<file path="config.mk">
export PLATFORM = sky130hd
export DESIGN_NAME = action_out_merge
export DESIGN_NICKNAME = d
export VERILOG_FILES = /design/src/rtl/action_out_merge_pkg.sv /design/src/rtl/action_out_merge_sat_cnt16.sv /design/src/rtl/action_out_merge.sv
export SDC_FILE = /design/constraint.sdc
export NUM_CORES = 2
export LEC_CHECK = 0
export CORE_AREA = 10 10 405 407
export CTS_CLUSTER_DIAMETER = 80
export DETAILED_ROUTE_END_ITERATION = 16
export DIE_AREA = 0 0 415 417
export HOLD_SLACK_MARGIN = 0.1
export PLACE_DENSITY = 0.46
export SYNTH_ARGS = -nofsm -noshare
export SYNTH_HDL_FRONTEND = slang
export SYNTH_HIERARCHICAL = 1
export SYNTH_SLANG_ARGS = --single-unit
</file>
<file path="constraint.sdc">
create_clock -name clk -period 5.7 [get_ports clk]
set_input_delay 1.14 -clock clk [delete_from_list [all_inputs] [get_ports clk]]
set_output_delay 1.14 -clock clk [all_outputs]
set_load 0.02 [all_outputs]
</file>
<file path="src/rtl/action_out_merge_pkg.sv">
// Shared action-engine definitions: merge FSM states, discard flag position,
// and the PHV width helper used by the merge stage ports.
package action_out_merge_pkg;

    typedef enum logic [1:0] {
        ST_IDLE      = 2'd0,
        ST_WAIT_META = 2'd1,
        ST_WAIT_CONT = 2'd2,
        ST_OUTPUT    = 2'd3
    } merge_state_t;

    localparam int DISCARD_BIT = 128;
    localparam int CNT_W       = 16;

    function automatic int phv_width(input int n_cont, input int cont_len, input int meta_len);
        return n_cont * cont_len + meta_len;
    endfunction

endpackage

</file>
<file path="src/rtl/action_out_merge_sat_cnt16.sv">
// 16-bit event counter that sticks at all-ones instead of wrapping.
module sat_cnt16
    import action_out_merge_pkg::*;
(
    input  logic             clk,
    input  logic             rst_n,
    input  logic             i_en,
    output logic [CNT_W-1:0] o_cnt
);

    logic [CNT_W-1:0] r_cnt;

    always_ff @(posedge clk) begin
        if (!rst_n) begin
            r_cnt <= '0;
        end else if (i_en && (r_cnt != {CNT_W{1'b1}})) begin
            r_cnt <= r_cnt + CNT_W'(1);
        end
    end

    assign o_cnt = r_cnt;

endmodule

</file>
<file path="src/rtl/action_out_merge.sv">
// Joins the metadata half and the container half of a PHV into one registered
// output beat, dropping halves whose partner does not arrive within TIMEOUT cycles.
module action_out_merge
    import action_out_merge_pkg::*;
#(
    parameter int STAGE_ID = 0,
    parameter int CONT_LEN = 32,
    parameter int N_CONT   = 8,
    parameter int META_LEN = 256,
    parameter int TIMEOUT  = 15
) (
    input  logic                                              clk,
    input  logic                                              rst_n,
    input  logic [META_LEN-1:0]                               comp_meta_data_in,
    input  logic                                              comp_meta_data_valid_in,
    input  logic [N_CONT*CONT_LEN-1:0]                        cont_data_in,
    input  logic                                              cont_valid_in,
    output logic                                              merge_ready_out,
    output logic [phv_width(N_CONT, CONT_LEN, META_LEN)-1:0] phv_out,
    output logic                                              phv_valid_out,
    input  logic                                              phv_ready_in,
    output logic [CNT_W-1:0]                                  drop_cnt,
    output logic [CNT_W-1:0]                                  discard_cnt,
    output logic                                              proto_err
);

    localparam int CONT_W = N_CONT * CONT_LEN;
    localparam int PHV_W  = phv_width(N_CONT, CONT_LEN, META_LEN);
    localparam int WCNT_W = $clog2(TIMEOUT + 1);
    localparam logic [WCNT_W-1:0] WAIT_LAST = WCNT_W'(TIMEOUT - 1);

    if (TIMEOUT < 1 || META_LEN <= DISCARD_BIT || STAGE_ID < 0) begin : g_param_check
        $error("action_out_merge: invalid parameter set");
    end

    merge_state_t       r_state;
    logic [WCNT_W-1:0]  r_wait_cnt;
    logic [META_LEN-1:0] r_meta;
    logic [CONT_W-1:0]  r_cont;
    logic [PHV_W-1:0]   r_phv;
    logic               r_valid;
    logic               r_proto_err;

    logic                w_waiting;
    logic                w_complete;
    logic                w_timeout;
    logic                w_discard;
    logic [META_LEN-1:0] w_meta_sel;
    logic [CONT_W-1:0]   w_cont_sel;

    // The half already held in a WAIT state comes from its register, the other from the port.
    assign w_meta_sel = (r_state == ST_WAIT_CONT) ? r_meta : comp_meta_data_in;
    assign w_cont_sel = (r_state == ST_WAIT_META) ? r_cont : cont_data_in;

    assign w_waiting  = (r_state == ST_WAIT_META) || (r_state == ST_WAIT_CONT);
    assign w_complete = ((r_state == ST_IDLE) && comp_meta_data_valid_in && cont_valid_in)
                     || ((r_state == ST_WAIT_META) && comp_meta_data_valid_in)
                     || ((r_state == ST_WAIT_CONT) && cont_valid_in);
    // A completing strobe on the last wait cycle beats the timeout.
    assign w_timeout  = w_waiting && (r_wait_cnt == WAIT_LAST) && !w_complete;
    assign w_discard  = (r_state == ST_OUTPUT) && !r_valid;

    always_ff @(posedge clk) begin
        if (!rst_n) begin
            r_state     <= ST_IDLE;
            r_wait_cnt  <= '0;
            r_meta      <= '0;
            r_cont      <= '0;
            r_phv       <= '0;
            r_valid     <= 1'b0;
            r_proto_err <= 1'b0;
        end else if (w_complete) begin
            r_meta     <= w_meta_sel;
            r_cont     <= w_cont_sel;
            r_wait_cnt <= '0;
            r_state    <= ST_OUTPUT;
            if (!w_meta_sel[DISCARD_BIT]) begin
                r_phv   <= {w_cont_sel, w_meta_sel};
                r_valid <= 1'b1;
            end
            if ((r_state == ST_WAIT_META && cont_valid_in)
                || (r_state == ST_WAIT_CONT && comp_meta_data_valid_in)) begin
                r_proto_err <= 1'b1;
            end
        end else begin
            case (r_state)
                ST_IDLE: begin
                    r_wait_cnt <= '0;
                    if (cont_valid_in) begin
                        r_cont  <= cont_data_in;
                        r_state <= ST_WAIT_META;
                    end else if (comp_meta_data_valid_in) begin
                        r_meta  <= comp_meta_data_in;
                        r_state <= ST_WAIT_CONT;
                    end
                end
                ST_WAIT_META, ST_WAIT_CONT: begin
                    if (cont_valid_in || comp_meta_data_valid_in) begin
                        r_proto_err <= 1'b1;
                    end
                    if (w_timeout) begin
                        r_meta     <= '0;
                        r_cont     <= '0;
                        r_wait_cnt <= '0;
                        r_state    <= ST_IDLE;
                    end else begin
                        r_wait_cnt <= r_wait_cnt + WCNT_W'(1);
                    end
                end
                ST_OUTPUT: begin
                    if (cont_valid_in || comp_meta_data_valid_in) begin
                        r_proto_err <= 1'b1;
                    end
                    if (!r_valid) begin
                        r_state <= ST_IDLE;
                    end else if (phv_ready_in) begin
                        r_valid <= 1'b0;
                        r_state <= ST_IDLE;
                    end
                end
                default: r_state <= ST_IDLE;
            endcase
        end
    end

    sat_cnt16 u_drop_cnt (
        .clk   (clk),
        .rst_n (rst_n),
        .i_en  (w_timeout),
        .o_cnt (drop_cnt)
    );

    sat_cnt16 u_discard_cnt (
        .clk   (clk),
        .rst_n (rst_n),
        .i_en  (w_discard),
        .o_cnt (discard_cnt)
    );

    assign merge_ready_out = (r_state != ST_OUTPUT);
    assign phv_out         = r_phv;
    assign phv_valid_out   = r_valid;
    assign proto_err       = r_proto_err;

endmodule

</file>
==> results.toml <==
[outcome]
status = "complete, no violations"

[floorplan]
dieArea_um2 = 173000
die_w_um = 415
row_count = 145
core_um2 = 156000
io_pins = 1064
start_util_pct = 25.9
die_y_um = 417

[clock_tree]
cts_sinks = 1063
cts_buffers = 134
cts_setup_buffers = 0
cts_tree = "yes"
cts-root-buf = "clkbuf_16"
insertion_delay_ps = 740
hold_buffers = 0
htreeDepth = 4
clockBufferDepth = 3
cts_resized = 0
clk_pin_slew_ps = 50

[sta]
fin_crit_ps = 3520
clock_skew_ps = 33.6
hold_violations = 0
relSlewSlack_pct = 28.3
rsz0062_at_grt = "false"
setup_viol = 0
fin_tns_setup_ps = 0
worst_pin_slew_ps = 1080
min_period_over_period_pct = 61.8
maxSlewViolCount = 0
fmax_mhz = 284

[detailed_routing]
remaining_drc_errors = 0
ant_nets = 0
wire_per_inst_um = 24.5
num_vias = 32600
dr.first_iter.drc_count = 1993
drt-total-wl_mm = 166
vias_per_cell = 4.82
drtPass1Iterations = 7

[placement]
dp_hpwl_mm = 116
numPortBuffers = 1062
routabilityCongestion = 0.795
place_inst = 6517

[yosys]
yosys_register_bits = 1063
yosysSeqAreaShare_pct = 52.7
yosysUniqueCellTypes = 57
synth_edf_count = 0
syn_area_per_cell_um2 = 10.9
syn-num-nets = 4222
yosysWarnings = 6
synth_area_leaders = "dfxtp_1, mux2i_1, a22o_1"
netlist.area_leader.share_pct = 52.7
syn_area_um2 = 40400
synthTopCellsByCount = "dfxtp_1, nor2_1, mux2i_1"
ys_async_sr_fraction_pct = 0
yosysMostFrequentCell = "dfxtp_1"
synth_top_area_cell = "dfxtp_1"
synth_flop_cell = "dfxtp_1"
netlist_instances = 3696

[power_and_ir_drop]
p_leak_uw = 0.0204
power.density_nw_per_um2 = 588
peakVddDrop_mv = 0.458

[worst_hold_path]
hold_path.class = "reg -> reg"

[setup_path]
start_kind = "register"
cp-end-kind = "output port"
worst_ep_arrival_time_ps = 2380
r2r_setup_slack_ps = 2410
cp_data_required_time_ps = 4560
path_class = "reg -> out"
critPathMaxFanout = 5

[run]
maxCapViolCount = 0

[global_routing]
antenna_found_initial = 56
grt_max_degree = 195
gr-total-overflow = 0
first_global_vias = 31100
grt_use_total_pct = 18.0
grt_pass1_wl_mm = 234

[finish]
area_growth_pct = 41.0
finalNonFillerCells = 6767
layout.nets = 5122
drive_gt1_share_pct = 7.11
==> power by group <==
part / total [µW] / leakage [µW] / internal (µW) / switching (µW)
clock: 8500 / 0.00218 / 5030 / 3470
combinational: 13300 / 0.00945 / 5700 / 7560
sequential: 11700 / 0.00874 / 10200 / 1480
total: 33500 / 0.0204 / 21000 / 12500
==> path summary, 6_finish.rpt <==
| check | cells past startpoint | end | from |
|---|---|---|---|
| worst max register to register | 6 | phv_out[121] | r_state[0] |
| worst min-delay path | 1 | proto_err | proto_err |
| worst max-delay path | 3 | merge_ready_out | r_state[0] |
| worst min register to register | 1 | proto_err | proto_err |
==> kinds of logic (layout without fill, tap and decap cells) <==
group,count (synthesis),count (layout),share of synthesized area (%)
compound gates,1103,1103,22.7
flops,1063,1063,52.7
simple gates,632,632,6.55
mux,518,518,12.8
buf+inv,366,1365,4.85
fa+ha+maj,9,9,0.279
xor+xnor,4,4,0.0868
other cells,1,15,0.00929
==> per-stage QoR <==
step	hold WS [ps]	utilization (%)	setup slack [ps]	power, µW	cell area [µm²]
floorplan	449	-	2720	19900	40400
global placement	449	33.7	1610	25200	52500
detailed placement	457	33.7	1580	25300	52500
CTS	470	36.6	2040	34000	56900
global route	488	36.6	2030	35400	57000
finish	466	36.6	2180	33500	57000
==> state kept, by name (all words and copies together) (netlist names), 2 cells and up <==
| register | cells |
|---|---|
| r_wait_cnt | 4 |
| u_drop_cnt/o_cnt | 16 |
| phv_out | 511 |
| r_cont | 256 |
| r_state | 2 |
| r_meta | 256 |
| u_discard_cnt/o_cnt | 16 |
==> metal layers <==
metal | track usage [%] | vias up | routed length [µm]
li1 | - | 15700 | -
met1 | 21.0 | 15700 | 67300
met2 | 31.2 | 866 | 82300
met3 | 6.12 | 264 | 11500
met4 | 5.41 | 46 | 4260
met5 | 0 | - | 265
==> critical path, stage by stage (launching register included) <==
cell and delay (ps):
dfxtp_1 380, ha_1 290, inv_1 300, clkdlybuf4s50_1 700
==> cells in the final DEF, fill, tap and decap left out, types with 3 or more instances in the layout <==
cell / instances
dfxtp_1: 1063
clkdlybuf4s50_1: 1062
nor2_1: 526
mux2i_1: 518
a22o_1: 512
a211oi_1: 454
clkbuf_16: 138
a211oi_2: 57
clkbuf_1: 30
a21oi_1: 29
buf_12: 28
nand2_1: 26
clkbuf_8: 25
buf_4: 24
clkinv_2: 20
inv_1: 15
nand3_1: 15
diode_2: 14
o21ai_0: 10
o31ai_1: 10
or4_1: 10
nor4_1: 9
nand2b_1: 7
ha_1: 7
inv_6: 7
nand4_1: 6
and4_1: 6
nor3_1: 5
bufinv_16: 5
nand3b_1: 4
o211ai_1: 4
clkinv_8: 4
or3_1: 4
o21a_1: 3
o2111ai_1: 3
clkinv_16: 3
==> layout make-up <==
type	count	area [µm²]
Multi-Input combinational cell	2267	17200
Clock buffer	193	3910
Inverter	16	67.6
Antenna cell	14	35.0
Fill cell	15500	98700
Tap cell	2058	2570
Timing Repair Buffer	1114	11400
Sequential cell	1063	21300
Clock inverter	42	514
(Power assumes the default switching activity.)
